**config.mk**
```make
export PLATFORM = sky130hd
export DESIGN_NAME = gcd_datapath
export DESIGN_NICKNAME = d
export VERILOG_FILES = /design/src/rtl/gcd_pkg.sv /design/src/rtl/gcd_compare.sv /design/src/rtl/gcd_datapath.sv
export SDC_FILE = /design/constraint.sdc
export NUM_CORES = 1
export LEC_CHECK = 0
export CAP_MARGIN = 40
export CORE_MARGIN = 10
export CORE_UTILIZATION = 28
export CTS_CLUSTER_DIAMETER = 120
export DETAILED_ROUTE_END_ITERATION = 6
export SETUP_SLACK_MARGIN = 0.05
export SLEW_MARGIN = 20
export SYNTH_ARGS = -nofsm -noshare
export SYNTH_HDL_FRONTEND = slang
export SYNTH_SLANG_ARGS = --single-unit
```
**constraint.sdc**
```tcl
create_clock -name clk -period 3.5 [get_ports clk]
set_input_delay 0.35 -clock clk [delete_from_list [all_inputs] [get_ports clk]]
set_output_delay 0.35 -clock clk [all_outputs]
set_load 0.02 [all_outputs]
```
**src/rtl/gcd_pkg.sv**
```systemverilog
// Shared definitions for the GCD controller and datapath.
// Holds the controller command codes, the status codes returned to the
// controller, and the datapath state encoding.
package gcd_pkg;

  // Controller command codes
  localparam logic [1:0] CTRL_NOP    = 2'd0;
  localparam logic [1:0] CTRL_SUB_A  = 2'd1;
  localparam logic [1:0] CTRL_SUB_B  = 2'd2;
  localparam logic [1:0] CTRL_FINISH = 2'd3;

  // Status codes returned to the controller
  localparam logic [1:0] ST_DONE = 2'd0;
  localparam logic [1:0] ST_AGT  = 2'd1;
  localparam logic [1:0] ST_ALT  = 2'd2;

  // Datapath state
  typedef enum logic [1:0] {
    S_IDLE = 2'd0,
    S_RUN  = 2'd1,
    S_HOLD = 2'd2
  } gcd_state_t;

endpackage

```
**src/rtl/gcd_compare.sv**
```systemverilog
// Zero detect and magnitude compare of the two operand registers,
// producing the 2-bit status code for the controller.
// A zero operand reports DONE ahead of any compare so that a pair like
// (x,0) can never be asked to subtract forever.
module gcd_compare
  import gcd_pkg::*;
#(
  parameter int DATA_W = 8
) (
  input  logic [DATA_W-1:0] i_a,
  input  logic [DATA_W-1:0] i_b,
  output logic [1:0]        o_status
);

  // Zero check first, then ordering; equal operands are also DONE
  always_comb begin
    o_status = ST_DONE;
    if ((i_a == '0) || (i_b == '0)) begin
      o_status = ST_DONE;
    end else if (i_a > i_b) begin
      o_status = ST_AGT;
    end else if (i_a < i_b) begin
      o_status = ST_ALT;
    end else begin
      o_status = ST_DONE;
    end
  end

endmodule

```
**src/rtl/gcd_datapath.sv**
```systemverilog
// GCD datapath: operand registers A/B, subtract-until-equal execution of
// the controller's command code, load and result valid/ready handshakes,
// and a sticky protocol error flag.
// Optional build macro GCD_ITER_LIMIT_EN adds an iteration counter that
// aborts a computation after MAX_ITER executed subtractions (err=1,
// result=0). Without the macro there is no counter and no limit.
module gcd_datapath
  import gcd_pkg::*;
#(
  parameter int DATA_W   = 8,
  parameter int MAX_ITER = 255
) (
  input  logic              clk,
  input  logic              reset,
  input  logic              load_valid,
  output logic              load_ready,
  input  logic [DATA_W-1:0] a_in,
  input  logic [DATA_W-1:0] b_in,
  input  logic [1:0]        ctrl,
  output logic [1:0]        status,
  output logic [DATA_W-1:0] result,
  output logic              result_valid,
  input  logic              result_ready,
  output logic              err
);

  gcd_state_t        r_state;
  logic [DATA_W-1:0] r_a;
  logic [DATA_W-1:0] r_b;
  logic [DATA_W-1:0] r_result;
  logic              r_result_valid;
  logic              r_err;
  logic              r_load_ready;

  logic [1:0]        w_status;
  logic              w_load_fire;
  logic              w_in_run;
  logic              w_limit_hit;
  logic              w_sub_a;
  logic              w_sub_b;
  logic [DATA_W-1:0] w_a_minus_b;
  logic [DATA_W-1:0] w_b_minus_a;

  gcd_compare #(
    .DATA_W (DATA_W)
  ) u_compare (
    .i_a      (r_a),
    .i_b      (r_b),
    .o_status (w_status)
  );

  // Subtractions are only ever committed when status says the minuend is
  // strictly larger, so these differences never wrap.
  assign w_a_minus_b = r_a - r_b;
  assign w_b_minus_a = r_b - r_a;

  assign w_load_fire = (r_state == S_IDLE) && load_valid && r_load_ready;
  assign w_in_run    = (r_state == S_RUN);
  assign w_sub_a     = w_in_run && !w_limit_hit && (ctrl == CTRL_SUB_A) && (w_status == ST_AGT);
  assign w_sub_b     = w_in_run && !w_limit_hit && (ctrl == CTRL_SUB_B) && (w_status == ST_ALT);

`ifdef GCD_ITER_LIMIT_EN
  localparam int                ITER_W   = $clog2(MAX_ITER + 1);
  localparam logic [ITER_W-1:0] ITER_MAX = ITER_W'(MAX_ITER);

  logic [ITER_W-1:0] r_iter;

  assign w_limit_hit = (r_iter == ITER_MAX);

  // Count executed subtractions; a new load starts the count over
  always_ff @(posedge clk or negedge reset) begin
    if (!reset) begin
      r_iter <= '0;
    end else if (w_load_fire) begin
      r_iter <= '0;
    end else if (w_sub_a || w_sub_b) begin
      r_iter <= r_iter + 1'b1;
    end
  end
`else
  logic w_unused_iter_cfg;

  assign w_limit_hit       = 1'b0;
  assign w_unused_iter_cfg = (MAX_ITER > 0);
`endif

  // Control FSM with operand, result and error registers
  always_ff @(posedge clk or negedge reset) begin
    if (!reset) begin
      r_state        <= S_IDLE;
      r_a            <= '0;
      r_b            <= '0;
      r_result       <= '0;
      r_result_valid <= 1'b0;
      r_err          <= 1'b0;
      r_load_ready   <= 1'b1;
    end else begin
      case (r_state)
        S_IDLE: begin
          if (w_load_fire) begin
            r_a          <= a_in;
            r_b          <= b_in;
            r_err        <= 1'b0;
            r_load_ready <= 1'b0;
            r_state      <= S_RUN;
          end
        end

        S_RUN: begin
          if (w_limit_hit) begin
            r_err          <= 1'b1;
            r_result       <= '0;
            r_result_valid <= 1'b1;
            r_state        <= S_HOLD;
          end else begin
            case (ctrl)
              CTRL_SUB_A: begin
                if (w_sub_a) begin
                  r_a <= w_a_minus_b;
                end else begin
                  r_err <= 1'b1;
                end
              end
              CTRL_SUB_B: begin
                if (w_sub_b) begin
                  r_b <= w_b_minus_a;
                end else begin
                  r_err <= 1'b1;
                end
              end
              CTRL_FINISH: begin
                if (w_status == ST_DONE) begin
                  r_result       <= (r_a == '0) ? r_b : r_a;
                  r_result_valid <= 1'b1;
                  r_state        <= S_HOLD;
                end else begin
                  r_err <= 1'b1;
                end
              end
              default: begin
              end
            endcase
          end
        end

        S_HOLD: begin
          if (result_ready) begin
            r_result_valid <= 1'b0;
            r_load_ready   <= 1'b1;
            r_state        <= S_IDLE;
          end
        end

        default: begin
          r_state <= S_IDLE;
        end
      endcase
    end
  end

  assign load_ready   = r_load_ready;
  assign status       = w_status;
  assign result       = r_result;
  assign result_valid = r_result_valid;
  assign err          = r_err;

endmodule

```
# After elaboration in Yosys (flattened, before gate mapping)
# Index checks and enable logic that the tools add are counted.
# word_totals
reg_bits	29
word_cells	80
# classes
n_addsub	2
magnitude_cmp	2
n_eq_ne	19
muxes	29
reduce_logical	21
# ops
operator	n
8-bit 2-to-1 mux	7
8-bit one-hot mux with 2 select lines	2
8-bit zero test	2
4-bit AND reduction	4
8-bit subtractor	2
2-bit 2-to-1 mux	7
2-bit by 1-bit != test with 1-bit output, second input constant	6
3-bit != test, second input constant	3
2-bit equality test, second input constant	4
8-bit greater-than comparator	1
8-bit < comparator	1
1-bit 2-to-1 mux	8
2-bit by 1-bit equality test with 1-bit output, second input constant	3
1-bit logical AND	6
1-bit one-hot mux with 2 select lines	3
2-bit one-hot mux with 3 select lines	1
3-bit AND reduction	2
6-bit AND reduction	1
2-bit nonzero test	3
2-bit zero test	2
2-bit != test, second input constant	2
4-bit by 1-bit != test with 1-bit output, second input constant	1
1-bit one-hot mux with 3 select lines	1
1-bit logical OR	1

# Depth between registers and ports, before layout
# Gate-level depths: netlist of run 1.
# logic_depth
depth_word	9
depth_mapped	10
mapped_depth_nobuf	9

# Cells and area by module
# Synthesis of run 1 repeated with hierarchy kept, for this count alone.
# unflattened
cells_unflattened	279
hier_area_um2	2298.5
# by_module_without_submodules
module	n_inst	cells_each	area_per_inst_um2	seq_area_each_um2
gcd_datapath	1	244	2045.7	726.9
gcd_compare	1	35	252.7	0.0

# Worst setup path after synthesis of run 1
# OpenSTA, ideal clock, no wires.
# synth_timing
kind	register to register
from	reg r_a[0]
to	reg r_a[3]
setup_ns	0.125
arrival_ns	2.492
required_ns	3.375
path_slack_ns	0.883
stages_incl_launch_ff	10
synth_period_minus_slack_ns	2.617
path_cell_list	dfrtp_1 -> inv_1 -> ha_1 -> fa_1 -> nor2b_1 -> o31a_1 -> nor4b_1 -> a211oi_2 -> a41oi_4 -> mux2_4
# synth_between
elab_cells_between_ends	15
# synth_rtl
element	line	text
start: declaration	gcd_datapath.sv:28	logic [DATA_W-1:0] r_a;
start signal: assignment	gcd_datapath.sv:101	r_a <= a_in;
start signal: assignment	gcd_datapath.sv:119	r_a <= w_a_minus_b;
8-bit greater-than comparator / 8-bit zero test (equally long branches)	gcd_compare.sv:20, gcd_compare.sv:18	
2-bit 2-to-1 mux / 1-bit logical OR (equally long branches)	gcd_compare.sv:20, gcd_compare.sv:18	
2-bit 2-to-1 mux *	gcd_compare.sv:18	if ((i_a == '0) || (i_b == '0)) begin
via status[0]	gcd_datapath.sv:20	output logic [1:0] status,
2-bit by 1-bit equality test with 1-bit output *	gcd_datapath.sv:59	assign w_sub_a = w_in_run && !w_limit_hit && (ctrl == CTRL_SUB_A) && (w_status == ST_AGT);
1-bit logical AND *	gcd_datapath.sv:59	
2-bit by 1-bit != test with 1-bit output (no line) *	--	
4-bit AND reduction (no line) *	--	
# The timed path passes the listed nets; every way through them passes the cells marked *. The select of a mux whose other input is x is not followed.
# A chain may end at the register's enable or synchronous reset.

# Worst setup path after layout of run 1
# layout_timing
from	reg r_a[0]
to	out status[0]
# layout_between
elab_chain_len	3
elab_cells_between_ends	5
# layout_rtl
element	line
8-bit greater-than comparator / 8-bit zero test (equally long branches)	gcd_compare.sv:20, gcd_compare.sv:18
2-bit 2-to-1 mux / 1-bit logical OR (equally long branches)	gcd_compare.sv:20, gcd_compare.sv:18
2-bit 2-to-1 mux *	gcd_compare.sv:18
end: declaration	gcd_datapath.sv:20
# Mark *: on every way between the ends. The rest lies on a longest branch, timed or not.

==> key figures, run 1 <==
Routing
  • Vias: 1920
  • Wire per inst: 15.4 µm
  • Drt via density: 5.03
  • DR pass1 iterations: 4
  • Initial DRC Count: 137
  • Total Routed Length: 5.87 mm
  • DRC: 0
  • Antenna violation net count after detailed routing: 0

Timing
  • Fin Setup TNS: 0 ps
  • Slew margin rel.: 53.2%
  • Actual slew at the worst max-slew pin: 700 ps
  • RSZ-0062 raised after global routing: no
  • Count of final hold-check violations: 0
  • Fmax: 312 MHz
  • Final clock skew: 8.89 ps
  • Period minus WS final: 3200 ps
  • Slew Limit Fails: 0
  • Tcrit/Tclk final: 91.5%
  • Setup-failing EPs final: 0

Clock network
  • Worst-skew pair later-pin latency: 290 ps
  • CTS Root Cell: clkbuf_8
  • CTS tree: done
  • Hold-fix buffers at CTS: 0
  • Reg clk slew, reported paths: 70 ps
  • CTS Buf Count: 5
  • Post-CTS Setup Bufs: 0
  • Clock sinks: 29
  • Clock Path Buffers: 2
  • H-tree levels: 2
  • Post-cts resize count: 0

Job
  • Max_cap viols: 0

Cells and area
  • Most frequent cells in the layout: clkdlybuf4s50_1, dfrtp_1, a21oi_1, nand2_1, inv_1
  • Fill cells: 789
  • Antenna cells: 0
  • Final non-filler cell total: 382
  • Nets: 318
  • Final Instance Area: 2720 µm²
  • Fraction of layout cells with a size suffix above 1: 8.93%
  • Area Growth Syn to Fin: 24.8%
  • Commonest non-fill, non-tap cell in the layout: clkdlybuf4s50_1

Power and ir drop
  • Total power: 0.000728 W
  • Seq pwr share: 47.5%
  • Leakage: 1.20 nW
  • Pwr/cell area: 267 nW/µm²
  • P_sw: 0.000200 W
  • Switching Share: 27.5%
  • Clock power frac: 38.3%
  • Pint: 0.000527 W
  • Combinational share of power: 14.2%
  • Peak VDD IR: 104 µV

Synthesis
  • Sequential-to-total area share from yosys stat: 33.3%
  • Synth cell types: 46
  • Netlist Area Pre-Place: 2180 µm²
  • Mapped Cells: 245
  • YS warnings: 0
  • Mapped Avg Cell Area: 8.90 µm²
  • Synth async-reset ratio: 100%
  • Seq cells post-synth: 29
  • Post-Syn Nets: 284
  • Top_reg_cell synth: dfrtp_1
  • Post-synth EDFFs: 0

Worst setup path
  • Startpoint Class: register
  • CP delay by family, top: buffers and inverters
  • WP data required: 3150 ps
  • Worst path depth: 8
  • Crit-path slowest cell: clkdlybuf4s50_1
  • Max stage delay on crit path: 680 ps
  • Endpoint type of the worst setup path: output port
  • Crit path kind: reg2out
  • Critical Path, Cell by Cell: inv_1, ha_1, fa_1, nor2b_1, o31a_1, nor4b_1, a211oi_2, clkdlybuf4s50_1
  • Worst Path Arrival: 2850 ps
  • Crit-path max FO: 4
  • Register-to-Register Path Depth: 8
  • Crit path buffers/inverters: 2

GRT
  • GRT Total Usage: 10.3%
  • Initial antenna violation count: 0
  • Pin count of the biggest net entering global routing: 35
  • First-pass GRT wire length: 9.79 mm
  • Global route total overflow: 0
  • Vias in the first global route: 1965

Die
  • Initial core utilization: 28.5%
  • Num rows: 32
  • Die height: 108 µm
  • Num ports: 35
  • Core area: 7650 µm²
  • DIE AREA: 11700 µm²
  • Die extent in x: 108 µm

Placement
  • Placed Area: 2640 µm²
  • Number of port buffers: 34
  • Detailed placement HPWL: 4.50 mm
  • Placer Congestion: 0.889
  • Placed cell count: 374

Outcome
  • Status: complete, no violations

Min path
  • Worst min path class: in2async
==> cell type report <==
type                       instances  area, µm²  share of cell area (%)
clock inverter                     3       17.5                   0.643
multi-input combinational        183       1330                    48.8
tap                              102        128                    4.69
clock buffer                       5       68.8                    2.53
sequential                        29        727                    26.7
timing repair buffer              38        370                    13.6
inverter                          22       82.6                    3.03
==> kinds of logic (layout without fill, tap and decap cells) <==
| logic type | Yosys count | after routing | share of synthesized area, % |
|---|---|---|---|
| buffers and inverters | 33 | 68 | 5.74 |
| AOI/OAI and AO/OA | 78 | 78 | 23.5 |
| muxes | 16 | 16 | 8.20 |
| adders and majority gates | 17 | 17 | 10.4 |
| DFF | 29 | 29 | 33.3 |
| and+or+nand+nor | 70 | 70 | 18.0 |
| xor gates and xnor gates | 2 | 2 | 0.803 |
==> worst reg2reg max path, cell delays in order (launching register included) <==
cell and delay, ps:
dfrtp_1 400, inv_1 80, ha_1 400, nor2b_1 200
o31a_1 280, nor4b_1 340, a211oi_2 120, a41oi_4 540
mux2_4 350
==> synthesized netlist by cell type, types with 2 or more instances <==
cell / count / share of area, %
dfrtp_1: 28 / 32
o211ai_1: 6 / 2.1
o31a_1: 6 / 2.4
o21ai_0: 16 / 3.7
mux2i_1: 10 / 4.6
fa_1: 2 / 1.8
ha_1: 15 / 8.6
o21a_1: 4 / 1.4
nand2_1: 25 / 4.3
a21boi_0: 3 / 1.0
a21oi_1: 27 / 6.2
nor4_1: 4 / 1.1
nor3_1: 5 / 1.1
xnor2_1: 2 / 0.80
nor2b_1: 6 / 1.7
mux2_1: 3 / 1.5
o31ai_1: 3 / 1.0
mux2_4: 3 / 2.1
nand4_1: 2 / 0.57
clkbuf_1: 10 / 1.7
or2_2: 2 / 0.57
nor2_1: 11 / 1.9
inv_1: 22 / 3.8
o2111ai_1: 2 / 0.80
or4_4: 2 / 1.0
nor3b_1: 4 / 1.4
nand3b_1: 2 / 0.69
o21ai_1: 2 / 0.46
==> sequential cells by signal (all words and copies together), names as in the netlist <==
register	cells
err	1
r_b	8
r_state	2
result_valid	1
result	8
r_a	8
load_ready	1
==> metal layers <==
layer  part of all wire, %  vias up  track usage [%]
li1                      -      941                -
met1                    48      920             13.4
met2                    43       49             15.7
met3                   7.6       10             3.69
met4                   1.4        0             2.82
met5                     0        -                0
==> power groups by stage <==
| stage | Clock [W] | Sequential, W | Combinational, W |
|---|---|---|---|
| final | 0.000279 | 0.000345 | 0.000103 |
| after detailed placement | 0 | 0.000352 | 0.000104 |
| after global routing | 0.000299 | 0.000346 | 0.000115 |
| after global placement | 0 | 0.000352 | 0.000103 |
| after CTS | 0.000283 | 0.000345 | 0.000104 |
| after floorplan | 0 | 0.000349 | 0.0000560 |
==> through the flow <==
step | setup slack [ps] | hold slack (ps) | util [%]
3_3_place_gp | 668 | 461 | 34.4
2_1_floorplan | 883 | 54.4 | -
5_1_grt | 147 | 497 | 35.6
3_5_place_dp | 626 | 473 | 34.5
6_report | 298 | 449 | 35.6
4_1_cts | 307 | 478 | 35.6
==> final timing paths <==
path                                       startpoint                     end  slack (ps)
worst max-delay path               r_a[0]$_DFFE_PN0P_               status[0]         300
worst min-delay path                            reset      r_a[0]$_DFFE_PN0P_         450
worst max register to register     r_a[2]$_DFFE_PN0P_      r_a[5]$_DFFE_PN0P_         680
worst min register to register  result[1]$_DFFE_PN0P_   result[1]$_DFFE_PN0P_         480
max in group asynchronous                       reset  load_ready$_DFFE_PN1P_        2730
min in group clk                result[1]$_DFFE_PN0P_   result[1]$_DFFE_PN0P_         480
Note: power is estimated with default switching activity, not from simulation.
==> inputs of run 2 (changes only) <==
==> constraint.sdc (replaced) <==
create_clock -name clk -period 4.15 [get_ports clk]
set_input_delay 0.415 -clock clk [delete_from_list [all_inputs] [get_ports clk]]
set_output_delay 0.415 -clock clk [all_outputs]
set_load 0.02 [all_outputs]
==> key figures, run 2 (synthesis results as in run 1) <==
Outcome
  • Status: complete, no violations

Worst setup path
  • Reg2Reg Setup Slack: 1340 ps
  • Startpoint Class: register
  • Critical Path, Cell by Cell: inv_1, ha_1, fa_1, nor2b_1, o31a_1, nor4b_1, a211oi_2, clkdlybuf4s50_1
  • Crit Reg-Reg Endpoint: r_a[5]$_DFFE_PN0P_
  • Max stage delay on crit path: 680 ps
  • Worst Path Arrival: 2910 ps
  • Reg2Reg Launch Point: r_a[2]$_DFFE_PN0P_
  • Register-to-Register Path Depth: 8
  • Crit path launch: r_a[0]$_DFFE_PN0P_
  • Crit path kind: reg2out
  • Crit-path slowest cell: clkdlybuf4s50_1
  • Crit-path max FO: 4
  • WP data required: 3730 ps
  • Endpoint type of the worst setup path: output port

Cells and area
  • Final non-filler cell total: 382
  • Fill cells: 785
  • Most frequent cells in the layout: clkdlybuf4s50_1, dfrtp_1, a21oi_1, nand2_1, inv_1
  • Commonest non-fill, non-tap cell in the layout: clkdlybuf4s50_1
  • Final Instance Area: 2760 µm²
  • Fraction of layout cells with a size suffix above 1: 8.93%
  • Antenna cells: 0
  • Multi-input gate area: 1330 µm²
  • Fin util: 36.0%
  • FF/Latch Area: 727 µm²
  • Area Growth Syn to Fin: 26.4%
  • Nets: 318

Placement
  • Placer Congestion: 0.935
  • Placed cell count: 374
  • Placed Area: 2640 µm²
  • Detailed placement HPWL: 4.50 mm
  • Number of port buffers: 34

Timing
  • Setup-failing EPs final: 0
  • Tcrit/Tclk final: 80.0%
  • RSZ-0062 raised after global routing: no
  • Fmax: 301 MHz
  • Slew margin rel.: 54.2%
  • Actual slew at the worst max-slew pin: 686 ps
  • Slew Limit Fails: 0
  • Count of final hold-check violations: 0
  • Final clock skew: 12.5 ps
  • Min Hold Slack: 477 ps
  • Fin Setup TNS: 0 ps
  • Period minus WS final: 3320 ps

Min path
  • WHS Endpoint: result[1]$_DFFE_PN0P_
  • Cells on Worst Hold Path: 2
  • Worst min path class: reg2reg
  • Worst hold start: result[1]$_DFFE_PN0P_

Power and ir drop
  • Switching Share: 23.5%
  • Peak VDD IR: 154 µV
  • Clock power frac: 44.8%
  • P_sw: 0.000161 W
  • Pint: 0.000524 W
  • Leakage: 1.21 nW
  • Seq pwr share: 42.5%
  • Combinational share of power: 12.7%
  • Pwr/cell area: 249 nW/µm²

Clock network
  • CTS Buf Count: 5
  • H-tree levels: 2
  • Post-CTS Setup Bufs: 0
  • Clock sinks: 29
  • Reg clk slew, reported paths: 70 ps
  • Hold-fix buffers at CTS: 0
  • Worst-skew pair later-pin latency: 290 ps
  • CTS tree: done
  • Clock Path Buffers: 2
  • Post-cts resize count: 0
  • CTS Root Cell: clkbuf_8

Job
  • Max_cap viols: 0

GRT
  • Initial antenna violation count: 0
  • First-pass GRT wire length: 9.55 mm
  • Pin count of the biggest net entering global routing: 30
  • Vias in the first global route: 1892
  • Global route total overflow: 0
  • GRT Total Usage: 10.1%

Routing
  • Total Routed Length: 5.81 mm
  • DR pass1 iterations: 4
  • Vias: 1916
  • Initial DRC Count: 122
  • DRC: 0
  • Drt via density: 5.02
  • Wire per inst: 15.2 µm
  • Antenna violation net count after detailed routing: 0

Die
  • Die extent in x: 108 µm
  • DIE AREA: 11700 µm²
  • Initial core utilization: 28.5%
  • Die height: 108 µm
  • Num ports: 35
  • Num rows: 32
  • Core area: 7650 µm²
==> run 2: cell types whose count changed in the layout (fill, tap and decap cells not counted), sizes merged <==
cell    change
clkbuf      +1
bufinv      +1
clkinv      -2
==> run 2: final cells by class <==
type	instances	share of cell area, %
clock buffers	6	3.00
repair buffers	38	13.4
inverters	22	3.00
multi-input cells	183	48.2
well taps	102	4.63
flip-flops and latches	29	26.4
clock inverters	2	1.36
==> run 2: how the worst max path moves through the flow <==
stage | end | depth (start not counted)
6_report | status[0] | 8
5_1_grt | status[0] | 8
4_1_cts | status[0] | 8
3_5_place_dp | status[0] | 8
3_3_place_gp | status[0] | 8
2_1_floorplan | r_a[3]$_DFFE_PN0P_ | 9
==> run 2: through the flow <==
step	total power, W	worst slack (ps)
floorplan	0.000342	1530
global placement	0.000383	1250
detailed placement	0.000383	1160
CTS	0.000696	843
global route	0.000722	626
finish	0.000686	829
==> run 2: metal layers <==
metal  track usage [%]  vias up  part of all wire (%)
met2              15.8       51                    44
met5                 0        -                     0
met1              13.0      917                    48
met4              2.54        0                  0.40
li1                  -      943                     -
met3              3.57        5                   7.5
==> run 2: worst max-delay path: cells and delay by family, from the launching register on <==
kind	cells	cell delay, ps
AOI/OAI and AO/OA	2	540
adders and majority gates	2	620
buffers and inverters	2	760
DFF	1	390
and+or+nand+nor	2	300
==> run 2: power by group through the flow <==
stage	sequential, W	combinational (W)	clock, W
floorplan	0.000295	0.0000472	0
global placement	0.000297	0.0000866	0
detailed placement	0.000297	0.0000865	0
CTS	0.000291	0.0000871	0.000317
global route	0.000292	0.0000979	0.000332
finish	0.000291	0.0000869	0.000307
==> inputs of run 3 (changes only) <==
==> constraint.sdc (replaced) <==
create_clock -name clk -period 3.4 [get_ports clk]
set_input_delay 0.34 -clock clk [delete_from_list [all_inputs] [get_ports clk]]
set_output_delay 0.34 -clock clk [all_outputs]
set_load 0.02 [all_outputs]
==> key figures, run 3 (synthesis results as in run 1) <==
Outcome
  • Status: complete, no violations

Timing
  • Slew Limit Fails: 0
  • Tcrit/Tclk final: 93.4%
  • Fin Setup TNS: 0 ps
  • Period minus WS final: 3180 ps
  • Fmax: 315 MHz
  • Setup-failing EPs final: 0
  • Actual slew at the worst max-slew pin: 524 ps
  • Slew margin rel.: 65.0%
  • RSZ-0062 raised after global routing: yes
  • Count of final hold-check violations: 0
  • Final clock skew: 8.10 ps
  • Fin worst setup slack: 224 ps

Power and ir drop
  • Pwr/cell area: 272 nW/µm²
  • Total power: 0.000744 W
  • Peak VDD IR: 138 µV
  • Leakage: 1.22 nW

Die
  • Num rows: 32
  • DIE AREA: 11700 µm²
  • Core area: 7650 µm²
  • Initial core utilization: 28.5%
  • Num ports: 35
  • Die height: 108 µm
  • Die extent in x: 108 µm

Worst setup path
  • Reg2Reg Launch Point: r_a[2]$_DFFE_PN0P_
  • Crit path buffers/inverters: 2
  • Startpoint Class: register
  • Endpoint type of the worst setup path: output port
  • Reg2Reg Setup Slack: 610 ps
  • Critical Path, Cell by Cell: inv_1, ha_1, nor2b_1, o31a_1, o21ai_0, a21oi_2, nor2_1, clkdlybuf4s50_1
  • Crit-path slowest cell: clkdlybuf4s50_1
  • CP delay by family, top: compound AO/OA/AOI/OAI gates
  • Worst Path Arrival: 2840 ps
  • WP data required: 3060 ps
  • Max stage delay on crit path: 610 ps
  • Worst path depth: 8
  • Crit Reg-Reg Endpoint: r_a[5]$_DFFE_PN0P_
  • Crit path kind: reg2out
  • Crit-path max FO: 9
  • Register-to-Register Path Depth: 8

Clock network
  • CTS Buf Count: 5
  • CTS tree: done
  • Reg clk slew, reported paths: 70 ps
  • Clock Path Buffers: 2
  • H-tree levels: 2
  • Worst-skew pair later-pin latency: 280 ps
  • Clock sinks: 29
  • CTS Root Cell: clkbuf_8

Placement
  • Detailed placement HPWL: 4.53 mm
  • Number of port buffers: 34
  • Placer Congestion: 0.883
  • Placed cell count: 375
  • DP Worst Slack: 512 ps

GRT
  • First-pass GRT wire length: 9.75 mm
  • Global route total overflow: 0
  • Vias in the first global route: 1894
  • Initial antenna violation count: 0
  • GRT Total Usage: 10.3%
  • Pin count of the biggest net entering global routing: 35

Cells and area
  • Area Growth Syn to Fin: 25.5%
  • Commonest non-fill, non-tap cell in the layout: clkdlybuf4s50_1
  • Nets: 319
  • Antenna cells: 0
  • Fraction of layout cells with a size suffix above 1: 9.61%
  • Final non-filler cell total: 383
  • Most frequent cells in the layout: clkdlybuf4s50_1, dfrtp_1, a21oi_1, nand2_1, inv_1

Routing
  • Drt via density: 4.90
  • Vias: 1875
  • DRC: 0
  • DR pass1 iterations: 4
  • Antenna violation net count after detailed routing: 0
  • Initial DRC Count: 90
  • Wire per inst: 15.1 µm
  • Total Routed Length: 5.80 mm

Min path
  • Worst min path class: in2async

Job
  • Max_cap viols: 0
run 3: worst register-to-register path: stages, from the launching register on:
cell      delay [ps]
dfrtp_1          400
inv_1             80
ha_1             400
nor2b_1          200
o31a_1           280
nor4b_1          320
a211oi_2         110
a41oi_4          510
mux2_4           340
run 3: through the flow:
| step | util (%) | hold WS (ps) | area [µm²] |
|---|---|---|---|
| 5_1_grt | 35.8 | 496 | 2740 |
| 6_report | 35.8 | 449 | 2740 |
| 3_5_place_dp | 34.6 | 469 | 2640 |
| 3_3_place_gp | 34.5 | 462 | 2640 |
| 4_1_cts | 35.7 | 460 | 2730 |
| 2_1_floorplan | - | 44.4 | 2180 |
run 3: power breakdown:
| part | total [W] | leakage, nW | switching (W) | internal, W |
|---|---|---|---|---|
| Clock | 0.000282 | 0.0439 | 0.000141 | 0.000141 |
| Combinational | 0.000106 | 0.829 | 0.0000537 | 0.0000525 |
| Sequential | 0.000356 | 0.347 | 0.00000651 | 0.000349 |
| Total | 0.000744 | 1.22 | 0.000201 | 0.000543 |
run 3: worst max-delay path by stage:
stage / to / from / slack, ps
floorplan: r_a[3]$_DFFE_PN0P_ / r_a[0]$_DFFE_PN0P_ / 780
global placement: status[0] / r_a[0]$_DFFE_PN0P_ / 580
detailed placement: status[0] / r_a[0]$_DFFE_PN0P_ / 510
CTS: status[0] / r_a[0]$_DFFE_PN0P_ / 200
global route: status[1] / r_a[2]$_DFFE_PN0P_ / 0.9
finish: status[1] / r_a[2]$_DFFE_PN0P_ / 220
run 3: what timing repair did:
item	CTS	global route
resized for setup	0	2
hold buffers	0	0
setup endpoints to repair	0	2
setup buffers	0	0
run 3: cell type report:
cell class | count | area [µm²]
timing repair buffer | 39 | 380
inverter | 22 | 82.6
tap | 102 | 128
clock inverter | 3 | 17.5
fill | 784 | 4910
clock buffer | 5 | 68.8
multi-input combinational | 183 | 1330
sequential | 29 | 727
run 3: per-layer routing:
layer	global-route usage, %	part of all wire [%]	vias up
met5	0	0	-
met4	2.45	1.2	0
met3	3.87	8.0	11
met2	15.6	44	48
met1	13.5	47	862
li1	-	-	954
